[config.mk]
export PLATFORM = sky130hd
export DESIGN_NAME = mips_cache_mem_arbiter
export DESIGN_NICKNAME = d
export VERILOG_FILES = /design/src/rtl/mips_cache_pkg.sv /design/src/rtl/mips_cache_mem_arbiter.sv
export SDC_FILE = /design/constraint.sdc
export NUM_CORES = 1
export LEC_CHECK = 0
export BUFFER_PORTS_ARGS = -buffer_cell sky130_fd_sc_hd__buf_4
export CORE_AREA = 2 2 96 98
export CTS_CLUSTER_DIAMETER = 150
export DETAILED_ROUTE_END_ITERATION = 12
export DIE_AREA = 0 0 98 100
export PLACE_DENSITY = 0.75
export RECOVER_POWER = 100
export SLEW_MARGIN = 25
export SYNTH_ARGS = -nofsm -noshare
export SYNTH_HDL_FRONTEND = slang
export SYNTH_SLANG_ARGS = --single-unit
export TNS_END_PERCENT = 5
[constraint.sdc]
create_clock -name clk -period 2.8 [get_ports clk]
set_clock_uncertainty 0.1 [all_clocks]
set_input_delay 0.28 -clock clk [delete_from_list [all_inputs] [get_ports clk]]
set_output_delay 0.28 -clock clk [all_outputs]
set_load 0.02 [all_outputs]
[src/rtl/mips_cache_pkg.sv]
// Shared types and defaults for the cache memory-side arbiter.
package mips_cache_pkg;

  localparam int unsigned DefaultLineWords = 4;

  typedef enum logic [1:0] {
    StIdle  = 2'd0,
    StWrite = 2'd1,
    StRead  = 2'd2,
    StDone  = 2'd3
  } arb_state_e;

endpackage

[src/rtl/mips_cache_mem_arbiter.sv]
// Owns the Avalon master: drains write-buffer transfers and issues read-miss line fills
// as sequential single-word reads, pre-empting writes only at transfer boundaries.
module mips_cache_mem_arbiter
  import mips_cache_pkg::*;
#(
  parameter int unsigned LINE_WORDS = DefaultLineWords,
  parameter int unsigned LINE_BITS  = $clog2(LINE_WORDS)
) (
  input  logic                 clk,
  input  logic                 rst,
  input  logic                 wb_write_en,
  input  logic [31:0]          wb_addr,
  input  logic [31:0]          wb_data,
  input  logic [3:0]           wb_byteenable,
  output logic                 wb_waitrequest,
  output logic                 wb_active,
  input  logic                 rd_req,
  input  logic [31:0]          rd_addr,
  output logic [31:0]          rd_data,
  output logic [LINE_BITS-1:0] rd_word_idx,
  output logic                 rd_valid,
  output logic                 rd_done,
  output logic                 rd_busy,
  output logic [31:0]          avm_address,
  output logic                 avm_read,
  output logic                 avm_write,
  output logic [31:0]          avm_writedata,
  output logic [3:0]           avm_byteenable,
  input  logic [31:0]          avm_readdata,
  input  logic                 avm_waitrequest
);

  localparam logic [LINE_BITS-1:0] LastIdx = LINE_BITS'(LINE_WORDS - 1);

  arb_state_e           state_q, state_d;
  logic [LINE_BITS-1:0] cnt_q;
  logic [31:0]          base_q;
  logic                 rd_accept;
  logic                 unused_addr_bits;

  assign unused_addr_bits = ^rd_addr[LINE_BITS+1:0];
  assign rd_accept        = (state_q == StRead) && !avm_waitrequest;
  assign rd_busy          = (state_q == StRead) || (state_q == StDone);

  always_comb begin
    state_d        = state_q;
    wb_waitrequest = 1'b1;
    wb_active      = 1'b1;
    avm_address    = 32'h0;
    avm_read       = 1'b0;
    avm_write      = 1'b0;
    avm_writedata  = 32'h0;
    avm_byteenable = 4'h0;
    unique case (state_q)
      StIdle: begin
        if (rd_req) begin
          wb_active = 1'b0;
          state_d   = StRead;
        end else if (wb_write_en) begin
          avm_write      = 1'b1;
          avm_address    = wb_addr;
          avm_writedata  = wb_data;
          avm_byteenable = wb_byteenable;
          wb_waitrequest = avm_waitrequest;
          if (avm_waitrequest) state_d = StWrite;
        end
      end
      StWrite: begin
        // A started write must be held until accepted, even if a fill is waiting.
        avm_write      = 1'b1;
        avm_address    = wb_addr;
        avm_writedata  = wb_data;
        avm_byteenable = wb_byteenable;
        wb_waitrequest = avm_waitrequest;
        if (!avm_waitrequest) state_d = StIdle;
      end
      StRead: begin
        wb_active      = 1'b0;
        avm_read       = 1'b1;
        avm_address    = base_q + {{(30 - LINE_BITS){1'b0}}, cnt_q, 2'b00};
        avm_byteenable = 4'hF;
        if (rd_accept && (cnt_q == LastIdx)) state_d = StDone;
      end
      StDone: begin
        wb_active = 1'b0;
        state_d   = StIdle;
      end
      default: state_d = StIdle;
    endcase
    // Bus must be quiet during reset without waiting for a clock edge.
    if (rst) begin
      wb_waitrequest = 1'b1;
      avm_read       = 1'b0;
      avm_write      = 1'b0;
      avm_address    = 32'h0;
      avm_writedata  = 32'h0;
      avm_byteenable = 4'h0;
    end
  end

  always_ff @(posedge clk or posedge rst) begin
    if (rst) begin
      state_q     <= StIdle;
      cnt_q       <= '0;
      base_q      <= 32'h0;
      rd_data     <= 32'h0;
      rd_word_idx <= '0;
      rd_valid    <= 1'b0;
      rd_done     <= 1'b0;
    end else begin
      state_q  <= state_d;
      rd_valid <= 1'b0;
      rd_done  <= 1'b0;
      if ((state_q == StIdle) && rd_req) begin
        base_q <= {rd_addr[31:LINE_BITS+2], {(LINE_BITS + 2){1'b0}}};
        cnt_q  <= '0;
      end
      if (rd_accept) begin
        rd_data     <= avm_readdata;
        rd_word_idx <= cnt_q;
        rd_valid    <= 1'b1;
        rd_done     <= (cnt_q == LastIdx);
        cnt_q       <= cnt_q + 1'b1;
      end
    end
  end

endmodule
==> impl_metrics.csv <==
group,metric,value,unit
floorplan,dieArea,9800,sq um
synthesis,synth_nets,375,
detailed_routing,highest_layer,"met4",
min_path,hp-start,"avm_readdata[21]",
synthesis,netlist.area_leader.share,53.2,%
detailed_routing,route.met3.wl,1350,microns
sta,min_period,2.59,ns
setup_path,crit_path_frequent_cell,"clkbuf_1",
detailed_routing,route.detailed.drc,0,
layout,area_growth_syn_to_layout,57.1,%
min_path,worstHoldEndpoint,"rd_data[21]",
setup_path,worst-path-buf-inv,4,
detailed_routing,vias_per_cell,4.82,
synthesis,yosys_register_bits,68,
layout,nets,617,
power_and_ir_drop,ir_worst_vdd,0.000624,V
synthesis,synth_most_common_cell,"dfrtp_1",
synthesis,async_flop_share,100,%
detailed_routing,drt-initial-drc-count,58,
detailed_routing,postRouteAntennaNets,0,
sta,rsz0062_at_grt,"false",
global_route,grt_usage,20.4,%
setup_path,cp_slowest_cell,"dlygate4sd3_1",
placed_design,io_buffers,241,
sta,drv_slew,0,
synthesis,synth_area,3200,sq um
cts,tritoncts,"yes",
cts,clk_pin_slew_worst_paths,0.08,ns
floorplan,io-pin-count,246,
layout,drive_gt1_share,51.3,%
global_route,grt_overflow,0,
run,cap_violations,0,
setup_path,timing.rr.start,"state_q[1]",
power_and_ir_drop,cellLeakagePower,2.39,nW
floorplan,rows,35,
synthesis,synth_top_cell_by_area,"dfrtp_1",
synthesis,synth_edf_count,0,
cts,cts.htree.levels,3,
setup_path,path_class,"input port to output pin",
power_and_ir_drop,power_switching,2.02,mW
synthesis,synthFlopType,"dfrtp_1",
setup_path,worst_setup_path_end_kind,"output pin",
setup_path,critPathArrivalTime,2.21,ns
power_and_ir_drop,p_seq_share,34.3,%
setup_path,r2r_slack,0.68,ns
detailed_routing,post_drt_wl_per_cell,17.1,microns
global_route,grt_pass1_wl,15500,microns
setup_path,cp_slowest_stage_delay,0.54,ns
setup_path,cp-start-kind,"input port",
min_path,holdPathStages,2,
setup_path,worst_r2r_endpoint,"rd_data[15]",
cts,clock-sinks,68,
setup_path,r2r_cells,4,
power_and_ir_drop,switching_share,39.4,%
placed_design,place_congestion,0.919,
synthesis,synth_cell_types,22,
global_route,grt_max_degree,65,
global_route,grt_pass1_vias,3023,
floorplan,die_w,98,microns
sta,fin_crit_sh,92.6,%
sta,hold_viol,0,
setup_path,cpLargestDelayFamily,"buffers and inverters",
sta,setup_viol,0,
min_path,hold_path.class,"input port to register",
cts,cts_buffer_depth,2,
cts,post_cts_buffers,0,
status,status,"complete, no violations",
power_and_ir_drop,intPower,3.12,mW
sta,fmax,385,MHz
detailed_routing,vias,2870,
detailed_routing,wl,10200,microns
floorplan,core,8890,sq um
sta,tightest_slew,1.10,ns
cts,root_buffer,"clkbuf_8",
placed_design,hpwlAfterDp,8070,microns
detailed_routing,wl_met2,4880,microns
power_and_ir_drop,clkPwrFrac,18.9,%
floorplan,initial_utilization,36.0,%
setup_path,critical_path.max_fanout,64,
power_and_ir_drop,pwr-share-comb,46.8,%
setup_path,crit_chain,"dlygate4sd3_1, clkbuf_1, a211oi_4, buf_12, a22o_1, clkbuf_1",
cts,insertion_delay,0.33,ns
floorplan,die_h,100,microns
synthesis,syn-mean-instance-area,13.5,sq um
synthesis,synth_warnings,0,
synthesis,synthTopCellsByArea,"dfrtp_1 53%, mux2_2 21%, a22o_1 9.3%, and2_1 6.8%, buf_6 1.8%",
sta,fin_setup_tns,0,ns
synthesis,syn_inst,237,
power_and_ir_drop,p_per_area,1020,nW/um^2
synthesis,ys_seq_area_share,53.2,%
detailed_routing,wl_met1,3660,microns
sta,fin_hold_ws,0.0583,ns
detailed_routing,dr.pass1.iters,4,
cts,numCtsBuffers,9,
synthesis,synth_common_cells,"68 x dfrtp_1, 61 x mux2_2, 35 x and2_1",
setup_path,crit_required,2.42,ns
sta,slew_headroom,26.5,%
global_route,antenna_found_initial,1,
==> registers in the layout, summed over array words and instances, names as in the netlist <==
name,flops
base_q,28
cnt_q,2
rd_data,32
rd_done,1
rd_valid,1
rd_word_idx,2
state_q,2
==> power groups by stage <==
| stage | combinational, mW | clock, mW | sequential [mW] |
|---|---|---|---|
| 4_1_cts | 2.83 | 0.999 | 1.78 |
| 5_1_grt | 2.59 | 1.04 | 1.84 |
| 2_1_floorplan | 1.41 | 0 | 2.03 |
| 3_5_place_dp | 2.82 | 0 | 1.79 |
| 6_report | 2.41 | 0.970 | 1.76 |
| 3_3_place_gp | 2.75 | 0 | 1.77 |
==> cell families after synthesis <==
kind of cell,synth area share [%]
AOI/OAI and AO/OA,11.4
adders and majority gates,0.391
buffers and inverters,4.19
DFF,53.2
muxes,22.2
and+or+nand+nor,8.65
==> worst max path at each step <==
stage            from         endpoint  cells past startpoint
6_report          rst  avm_address[14]                      6
3_5_place_dp   rd_req  avm_address[25]                      6
5_1_grt           rst  avm_address[28]                      6
3_3_place_gp   rd_req  avm_address[25]                      6
4_1_cts           rst  avm_address[14]                      6
2_1_floorplan     rst       base_q[10]                      1
==> final cells by class <==
cell class                 count  area, sq um
sequential                    68         1700
clock inverter                 6          113
clock buffer                   9          124
antenna                        1         2.50
tap                          111          139
inverter                       3         11.3
fill                         842         3870
timing repair buffer         249         1570
multi-input combinational    148         1360
==> layer usage <==
| metal | vias up | GRT usage (%) |
|---|---|---|
| met4 | 0 | 7.59 |
| li1 | 1330 | - |
| met1 | 1367 | 22.2 |
| met3 | 18 | 11.4 |
| met2 | 155 | 33.5 |
| met5 | - | 0 |
==> layout by cell type, fill, tap and decap left out <==
| master | netlist | routed |
|---|---|---|
| a22o_1 | 34 | 34 |
| clkbuf_1 | 3 | 81 |
| dfrtp_1 | 68 | 68 |
| and2_0 | 0 | 16 |
| buf_4 | 2 | 161 |
| clkbuf_4 | 0 | 1 |
| a211oi_4 | 1 | 1 |
| inv_6 | 0 | 1 |
| nand2b_2 | 1 | 1 |
| nand2b_1 | 1 | 1 |
| clkbuf_8 | 0 | 9 |
| o21ai_0 | 1 | 1 |
| nor2_2 | 1 | 1 |
| ha_1 | 1 | 1 |
| mux2_1 | 2 | 2 |
| nor3b_1 | 1 | 1 |
| inv_1 | 3 | 3 |
| nand2b_4 | 1 | 1 |
| diode_2 | 0 | 1 |
| bufinv_16 | 0 | 3 |
| clkinv_2 | 0 | 1 |
| nor2_4 | 1 | 1 |
| clkinv_4 | 0 | 1 |
| dlygate4sd3_1 | 0 | 1 |
| a21o_1 | 4 | 4 |
| buf_12 | 0 | 1 |
| nor2_1 | 1 | 1 |
| mux2_2 | 61 | 61 |
| clkbuf_2 | 0 | 4 |
| a21oi_1 | 2 | 2 |
| and2_1 | 35 | 19 |
==> stage by stage <==
stage                     power (mW)  worst slack, ns  util [%]  area (sq um)  cells
after CTS                       5.60            0.275      60.2          5350    594
after floorplan                 3.44            0.708         -          3200    237
after global routing            5.47           0.0956      56.5          5020    595
final                           5.14            0.206      56.5          5020    595
after global placement          4.52            0.696      57.4          5100    578
after detailed placement        4.61            0.685      57.4          5100    578
==> repair_timing <==
item,CTS,global route
gates resized for setup,0,0
setup endpoints to repair,0,0
hold buffers,1,0
hold endpoints to repair,27,0
No activity file was read; power rests on OpenSTA's default activity.
